## config.mk

```make
export PLATFORM = sky130hd
export DESIGN_NAME = pc_fetch_ctrl_flat
export DESIGN_NICKNAME = d
export VERILOG_FILES = /design/src/rtl/pc_fetch_if.sv /design/src/rtl/pc_fetch_ctrl.sv /design/src/flat_wrapper.sv
export SDC_FILE = /design/constraint.sdc
export NUM_CORES = 1
export LEC_CHECK = 0
export ABC_AREA = 0
export CORE_AREA = 8 8 118 120
export CTS_CLUSTER_SIZE = 40
export DETAILED_ROUTE_END_ITERATION = 8
export DIE_AREA = 0 0 126 128
export GPL_ROUTABILITY_DRIVEN = 1
export PLACE_DENSITY = 0.82
export REMOVE_ABC_BUFFERS = 1
export SKIP_LAST_GASP = 1
export SYNTH_ARGS = -nofsm -noshare
export SYNTH_HDL_FRONTEND = slang
export SYNTH_SLANG_ARGS = --single-unit
```

## constraint.sdc

```tcl
create_clock -name clk -period 5.3 [get_ports clk]
set_input_delay 0.53 -clock clk [delete_from_list [all_inputs] [get_ports clk]]
set_output_delay 0.53 -clock clk [all_outputs]
set_load 0.02 [all_outputs]
```

## src/rtl/pc_fetch_if.sv

```systemverilog
`default_nettype none
// ============================================================================
// Module   : pc_fetch_if
// Purpose  : Bundle of PC-load, instruction-memory, decode and redirect
//            signals around the fetch sequencer.
// Revision : 1.0  initial release
// ============================================================================
interface pc_fetch_if;
    logic [31:0] pc_curr;
    logic [31:0] pc_next;
    logic        pc_write;
    logic [31:0] pc_addr;
    logic        imem_req;
    logic [31:0] imem_addr;
    logic        imem_ack;
    logic [31:0] imem_rdata;
    logic        instr_valid;
    logic [31:0] instr;
    logic [31:0] instr_pc;
    logic        instr_ready;
    logic        br_take;
    logic [31:0] br_target;
    logic        trap;
    logic        misalign;
    logic [31:0] fetch_cnt;

    modport master (
        input  pc_curr, pc_next, imem_ack, imem_rdata, instr_ready,
               br_take, br_target, trap,
        output pc_write, pc_addr, imem_req, imem_addr, instr_valid,
               instr, instr_pc, misalign, fetch_cnt
    );

    modport slave (
        output pc_curr, pc_next, imem_ack, imem_rdata, instr_ready,
               br_take, br_target, trap,
        input  pc_write, pc_addr, imem_req, imem_addr, instr_valid,
               instr, instr_pc, misalign, fetch_cnt
    );
endinterface
`default_nettype wire

```

## src/rtl/pc_fetch_ctrl.sv

```systemverilog
`default_nettype none
// ============================================================================
// Module   : pc_fetch_ctrl
// Purpose  : RV32I fetch sequencer: loads the PC, fetches at pc_curr and
//            holds one instruction until decode takes it.
// Revision : 1.0  initial release
// ============================================================================
module pc_fetch_ctrl #(
    parameter logic [31:0] RESET_VEC = 32'h0000_0000,
    parameter logic [31:0] TRAP_VEC  = 32'h0000_0100
) (
    input  wire logic   clk,
    input  wire logic   rst_n,
    pc_fetch_if.master  bus
);

    typedef enum logic [1:0] {
        ST_BOOT  = 2'd0,
        ST_FETCH = 2'd1,
        ST_HOLD  = 2'd2
    } state_t;

    state_t      state_q,     state_d;
    logic [31:0] instr_q,     instr_d;
    logic [31:0] instr_pc_q,  instr_pc_d;
    logic [31:0] fetch_cnt_q, fetch_cnt_d;
    logic        misalign_q,  misalign_d;

    logic        redirect;
    logic        bad_target;
    logic        accept;
    logic        capture;
    logic        pc_write;
    logic [31:0] pc_addr;

    always_comb begin
        // rst_n gating keeps the PC load quiet while reset is held in BOOT
        redirect   = rst_n && (state_q != ST_BOOT) && (bus.trap || bus.br_take);
        bad_target = (bus.br_target[1:0] != 2'b00);
        accept     = (state_q == ST_HOLD)  && bus.instr_ready && !redirect;
        capture    = (state_q == ST_FETCH) && bus.imem_ack    && !redirect;

        pc_write = 1'b0;
        pc_addr  = 32'h0000_0000;
        if (rst_n && (state_q == ST_BOOT)) begin
            pc_write = 1'b1;
            pc_addr  = RESET_VEC;
        end else if (redirect) begin
            pc_write = 1'b1;
            pc_addr  = (bus.trap || bad_target) ? TRAP_VEC : bus.br_target;
        end else if (accept) begin
            pc_write = 1'b1;
            pc_addr  = bus.pc_next;
        end

        state_d = state_q;
        case (state_q)
            ST_BOOT:  state_d = ST_FETCH;
            ST_FETCH: if (redirect) state_d = ST_FETCH;
                      else if (capture) state_d = ST_HOLD;
            ST_HOLD:  if (redirect || accept) state_d = ST_FETCH;
            default:  state_d = ST_BOOT;
        endcase

        instr_d     = capture ? bus.imem_rdata : instr_q;
        instr_pc_d  = capture ? bus.pc_curr    : instr_pc_q;
        fetch_cnt_d = accept  ? fetch_cnt_q + 32'd1 : fetch_cnt_q;
        misalign_d  = redirect && bus.br_take && !bus.trap && bad_target;
    end

    always_ff @(posedge clk or negedge rst_n) begin
        if (!rst_n) begin
            state_q     <= ST_BOOT;
            instr_q     <= 32'h0000_0000;
            instr_pc_q  <= 32'h0000_0000;
            fetch_cnt_q <= 32'h0000_0000;
            misalign_q  <= 1'b0;
        end else begin
            state_q     <= state_d;
            instr_q     <= instr_d;
            instr_pc_q  <= instr_pc_d;
            fetch_cnt_q <= fetch_cnt_d;
            misalign_q  <= misalign_d;
        end
    end

    assign bus.pc_write    = pc_write;
    assign bus.pc_addr     = pc_addr;
    assign bus.imem_req    = (state_q == ST_FETCH);
    assign bus.imem_addr   = bus.pc_curr;
    assign bus.instr_valid = (state_q == ST_HOLD) && !redirect;
    assign bus.instr       = instr_q;
    assign bus.instr_pc    = instr_pc_q;
    assign bus.misalign    = misalign_q;
    assign bus.fetch_cnt   = fetch_cnt_q;

endmodule
`default_nettype wire

```

## src/flat_wrapper.sv

```systemverilog
// flat-port wrapper written by rule: the top's interface ports become plain ports
module pc_fetch_ctrl_flat 
#(
    parameter logic [31:0] RESET_VEC = 32'h0000_0000,
    parameter logic [31:0] TRAP_VEC  = 32'h0000_0100
)
  (clk, rst_n, bus_pc_curr, bus_pc_next, bus_imem_ack, bus_imem_rdata, bus_instr_ready, bus_br_take, bus_br_target, bus_trap, bus_pc_write, bus_pc_addr, bus_imem_req, bus_imem_addr, bus_instr_valid, bus_instr, bus_instr_pc, bus_misalign, bus_fetch_cnt);
  pc_fetch_if bus_i ();
  input  wire logic clk;
  input  wire logic rst_n;
  input wire logic [$bits(bus_i.pc_curr)-1:0] bus_pc_curr;
  input wire logic [$bits(bus_i.pc_next)-1:0] bus_pc_next;
  input wire logic [$bits(bus_i.imem_ack)-1:0] bus_imem_ack;
  input wire logic [$bits(bus_i.imem_rdata)-1:0] bus_imem_rdata;
  input wire logic [$bits(bus_i.instr_ready)-1:0] bus_instr_ready;
  input wire logic [$bits(bus_i.br_take)-1:0] bus_br_take;
  input wire logic [$bits(bus_i.br_target)-1:0] bus_br_target;
  input wire logic [$bits(bus_i.trap)-1:0] bus_trap;
  output wire logic [$bits(bus_i.pc_write)-1:0] bus_pc_write;
  output wire logic [$bits(bus_i.pc_addr)-1:0] bus_pc_addr;
  output wire logic [$bits(bus_i.imem_req)-1:0] bus_imem_req;
  output wire logic [$bits(bus_i.imem_addr)-1:0] bus_imem_addr;
  output wire logic [$bits(bus_i.instr_valid)-1:0] bus_instr_valid;
  output wire logic [$bits(bus_i.instr)-1:0] bus_instr;
  output wire logic [$bits(bus_i.instr_pc)-1:0] bus_instr_pc;
  output wire logic [$bits(bus_i.misalign)-1:0] bus_misalign;
  output wire logic [$bits(bus_i.fetch_cnt)-1:0] bus_fetch_cnt;
  assign bus_i.pc_curr = bus_pc_curr;
  assign bus_i.pc_next = bus_pc_next;
  assign bus_i.imem_ack = bus_imem_ack;
  assign bus_i.imem_rdata = bus_imem_rdata;
  assign bus_i.instr_ready = bus_instr_ready;
  assign bus_i.br_take = bus_br_take;
  assign bus_i.br_target = bus_br_target;
  assign bus_i.trap = bus_trap;
  assign bus_pc_write = bus_i.pc_write;
  assign bus_pc_addr = bus_i.pc_addr;
  assign bus_imem_req = bus_i.imem_req;
  assign bus_imem_addr = bus_i.imem_addr;
  assign bus_instr_valid = bus_i.instr_valid;
  assign bus_instr = bus_i.instr;
  assign bus_instr_pc = bus_i.instr_pc;
  assign bus_misalign = bus_i.misalign;
  assign bus_fetch_cnt = bus_i.fetch_cnt;
  pc_fetch_ctrl #(.RESET_VEC(RESET_VEC), .TRAP_VEC(TRAP_VEC)) u_core (.clk(clk), .rst_n(rst_n), .bus(bus_i));
endmodule
```

# Yosys cells after proc, flatten, opt, wreduce, memory -nomap -nowiden

Cells that the tools add are included.

$add $sub $neg: 1
Multipliers: 0
Divide/modulo/power cells: 0
$lt $le $gt $ge: 0
Eq/ne operators: 4
Shifts and indexed selects: 0
Muxes and demuxes: 11
Bitwise gates (word level): 0
Reduce and logical (&&, ||, !) cells: 20

Operators by type and width:

| operator                                              | number |
|---|---|
| 2-to-1 mux 32 bit                                     | 4 |
| adder 32 x 1 -> 32 bit, second input constant         | 1 |
| logical AND 1 bit                                     | 11 |
| 2-to-1 mux 2 bit                                      | 3 |
| case mux 2 bit (3 select lines)                       | 1 |
| nonzero test 2 bit                                    | 2 |
| logical OR 1 bit                                      | 3 |
| 2-to-1 mux 1 bit                                      | 3 |
| inequality test 3 x 1 -> 1 bit, second input constant | 1 |
| equality test 2 x 1 -> 1 bit, second input constant   | 1 |
| equality test 2 bit, second input constant            | 1 |
| logical NOT 1 bit                                     | 2 |
| logical NOT 2 bit                                     | 1 |
| inequality test 2 x 1 -> 1 bit, second input constant | 1 |
| AND reduction 2 bit                                   | 1 |

Flip-flop bits (word level): 99
Latch bits: 0
RAM bits: 0
Memory bits (read-only): 0
Input bits: 134
Output and inout port bits: 164
Memories: 0

# Depth between registers and ports, before layout

Word-level depth: 8
Mapped depth: 7
Gate-level depth less buffers: 6

# Worst setup path after synthesis

No wires, ideal clock.

Kind: input to output
Start point: in bus_br_take
End point: out bus_pc_addr[28]
Arrival: 1.854 ns
Path slack: 2.916 ns
Stages: 5
Path through: o21ai_2 > and3_1 > clkbuf_1 > nand2_1 > a221oi_1

Word-level cells in the longest chain between the ends: 7

Ends and longest elaborated chain:

| element             | RTL line            | source |
|---|---|---|
| start, declared     | flat_wrapper.sv:16  | `input wire logic [$bits(bus_i.br_take)-1:0] bus_br_take;` |
| logical OR 1 bit *  | pc_fetch_ctrl.sv:38 | `redirect = rst_n && (state_q != ST_BOOT) && (bus.trap \|\| bus.br_take);` |
| logical AND 1 bit * | pc_fetch_ctrl.sv:38 |  |
| logical NOT 1 bit   | pc_fetch_ctrl.sv:40 | `accept = (state_q == ST_HOLD) && bus.instr_ready && !redirect;` |
| logical AND 1 bit   | pc_fetch_ctrl.sv:40 |  |
| 2-to-1 mux 32 bit   | pc_fetch_ctrl.sv:51 | `end else if (accept) begin` |
| 2-to-1 mux 32 bit * | pc_fetch_ctrl.sv:48 | `end else if (redirect) begin` |
| 2-to-1 mux 32 bit * | pc_fetch_ctrl.sv:45 | `if (rst_n && (state_q == ST_BOOT)) begin` |
| end, declared       | flat_wrapper.sv:20  | `output wire logic [$bits(bus_i.pc_addr)-1:0] bus_pc_addr;` |

Every way passes the cells marked *; elsewhere a longest branch is shown, timed or not.

# Final worst setup path

Start point: in bus_trap
End point: out bus_pc_addr[28]

Word-level cells in the longest chain between the ends: 7

Ends and longest elaborated chain:

| element             | RTL line            | source |
|---|---|---|
| start, declared     | flat_wrapper.sv:18  | `input wire logic [$bits(bus_i.trap)-1:0] bus_trap;` |
| logical OR 1 bit    | pc_fetch_ctrl.sv:38 |  |
| logical AND 1 bit   | pc_fetch_ctrl.sv:38 |  |
| logical NOT 1 bit   | pc_fetch_ctrl.sv:40 |  |
| logical AND 1 bit   | pc_fetch_ctrl.sv:40 |  |
| 2-to-1 mux 32 bit   | pc_fetch_ctrl.sv:51 |  |
| 2-to-1 mux 32 bit * | pc_fetch_ctrl.sv:48 |  |
| 2-to-1 mux 32 bit * | pc_fetch_ctrl.sv:45 |  |

Marked as above.

==> flow_summary_export.csv <==
group,metric,value,unit
setup_path,cp-start-kind,"input port",
setup_path,worstPathRequired,4770,ps
synth,ys_ff_latch,99,
routing,drc_errors,0,
placement,dp_hpwl,12.7,mm
synth,ys_warn_count,0,
timing,setup_violations,0,
hold_path,hold_path_class,"in -> async",
finish,drive_above_1_share,13.6,%
setup_path,crit_path_top_delay_cell,"clkdlybuf4s50_1",
timing,rsz0062_at_grt,"false",
setup_path,path_delay_family,"buffers and inverters",
floorplan,core,12200,sq um
setup_path,worstPathCellList,"clkdlybuf4s50_1 > o21ai_2 > and3_1 > nand2_1 > a221oi_1 > clkdlybuf4s50_1",
timing,whs,228,ps
global_route,grt.overflow.total,0,
finish,layout_common_cells,"clkdlybuf4s50_1 (296), dfrtp_1 (99), mux2_2 (61), a22o_1 (27), xnor2_1 (22)",
routing,wire_per_inst,19.8,um
timing,fmax,266,MHz
finish,final_util,63.4,%
power_and_ir_drop,ir_drop,153,uV
clock_tree,clkTransAtPathRegs,70,ps
timing,layout_worst_path_cycle_share,70.8,%
timing,tns,0,ps
clock_tree,cts-root-buf,"clkbuf_16",
global_route,grt_pass1_wl,24.1,mm
routing,antenna_left,0,
clock_tree,hold_buffers,0,
clock_tree,numCtsBuffers,9,
floorplan,fp.dieArea,16100,sq um
power_and_ir_drop,power,2730,uW
synth,synthCells,361,
clock_tree,cts-resized-gates,0,
global_route,grt.total_usage,18.9,%
power_and_ir_drop,power_density,352,nW/um^2
placement,place.gp.congestion,0.876,
setup_path,reg2reg_slack,2900,ps
synth,yosysSeqAreaShare,54.2,%
timing,drv_slew,0,
clock_tree,h-tree-depth,3,
synth,synth.distinct_cells,36,
setup_path,crit_type,"in -> out",
floorplan,io_pins,298,
routing,vias_per_cell,4.94,
floorplan,die_x,126,um
finish,final_nets,762,
placement,dp.cells,766,
finish,fillers,958,
power_and_ir_drop,p_leak,0.00316,uW
timing,tightest_slew,900,ps
clock_tree,clk_latency,330,ps
routing,routed_wl,15.5,mm
setup_path,end_kind,"output pin",
clock_tree,postCtsSetupBuffers,0,
global_route,grt_max_degree,57,
clock_tree,cts_tree,"done",
setup_path,cp_max_fo,15,
synth,synth_area,4570,sq um
setup_path,worst-path-buf-inv,2,
timing,fin_crit,3750,ps
clock_tree,cts_sinks,99,
timing,fin_skew,4.46,ps
global_route,grt_pass1_vias,4157,
outcome,status,"finished, final reports clean",
setup_path,cp.arrival,3220,ps
timing,relSlewSlack,39.9,%
floorplan,rows,41,
global_route,antenna_found_initial,0,
setup_path,cp_common_cell,"clkdlybuf4s50_1",
synth,avgSynthCellArea,12.7,sq um
placement,port-buffer-count,297,
finish,final_common_cell,"clkdlybuf4s50_1",
timing,finalHoldViolations,0,
floorplan,die_h,128,um
clock_tree,clockBufferDepth,2,
finish,layout.cells.non_filler,781,
routing,drt_iter0_markers,170,
floorplan,initial_core_util,37.4,%
setup_path,critPathMaxStageDelay,700,ps
finish,num_antenna_cells,0,
finish,area_growth,69.4,%
routing,route.vias.total,3856,
flow_run,maxCapViolations,0,
routing,drtPass1Iterations,4,
==> worst paths after layout <==
kind,from,to,depth (start not counted)
hold reg to reg,u_core.bus.fetch_cnt[31]$_DFFE_PN0P_,u_core.bus.fetch_cnt[31]$_DFFE_PN0P_,1
max in group asynchronous,rst_n,u_core.bus.instr_pc[4]$_DFFE_PN0P_,2
min in group clk,u_core.bus.fetch_cnt[31]$_DFFE_PN0P_,u_core.bus.fetch_cnt[31]$_DFFE_PN0P_,1
setup / recovery,bus_trap,bus_pc_addr[28],6
setup reg to reg,u_core.state_q[0]$_DFFE_PN0P_,u_core.bus.instr_pc[1]$_DFFE_PN0P_,4
hold / removal,rst_n,u_core.bus.fetch_cnt[27]$_DFFE_PN0P_,1
==> synth_stat cells, drive strengths merged <==
cell type,instances,area [sq um]
dfrtp,99,2480
a221oi,2,17.5
clkbuf,5,18.8
and2,4,25.0
a21oi,2,10.0
or3,1,11.3
nand4,6,52.6
mux2,65,732
and4,3,26.3
inv,2,7.51
mux2i,1,10.0
nor4,2,12.5
a22o,27,236
nor4b,2,23.8
o21a,1,7.51
o21ai,5,28.8
nor2,11,43.8
buf,41,288
xnor2,22,193
o22ai,1,6.26
nor2b,3,18.8
ha,1,12.5
xor2,9,78.8
nand2,16,60.1
nand3,18,90.1
nor3,7,51.3
and3,5,31.3
==> logic make-up (layout without fill, tap and decap cells) <==
group,Yosys count,in the layout,share of synthesized area (%)
compound gates,38,38,6.71
xor+xnor,31,31,5.94
fa+ha+maj,1,1,0.274
buf+inv,48,318,6.87
flops,99,99,54.2
mux,66,66,16.2
simple gates,78,78,9.77
==> cell type report <==
cell class                 count  area, sq um  share of cell area, %
clock buffer                  11          233                   3.01
clock inverter                 4         52.6                  0.679
inverter                       2         7.51                 0.0970
multi-input combinational    214         1780                   23.0
sequential                    99         2480                   32.0
tap                          150          188                   2.42
timing repair buffer         301         3000                   38.8
==> through the flow <==
stage               area (sq um)  worst slack, ps
floorplan                   4260             2150
global placement            7460             1650
detailed placement          7460             1550
CTS                         7740             1530
global route                7740             1320
finish                      7740             1550
==> metal layers <==
metal / GRT usage, % / routed length, um
met1: 20.9 / 5900
met2: 32.7 / 7820
met5: 0 / 0
met4: 4.10 / 162
met3: 8.44 / 1580
==> flip-flops by register name, summed over array words and instances, names as in the netlist <==
name	count
u_core.bus.misalign	1
u_core.state_q	2
u_core.bus.instr	32
u_core.bus.instr_pc	32
u_core.bus.fetch_cnt	32
==> report_power, final <==
| part | internal, uW | switching [uW] |
|---|---|---|
| clock network | 364 | 261 |
| logic | 577 | 490 |
| registers | 937 | 97.0 |
| total | 1880 | 847 |
Note: power is estimated with default switching activity, not from simulation.
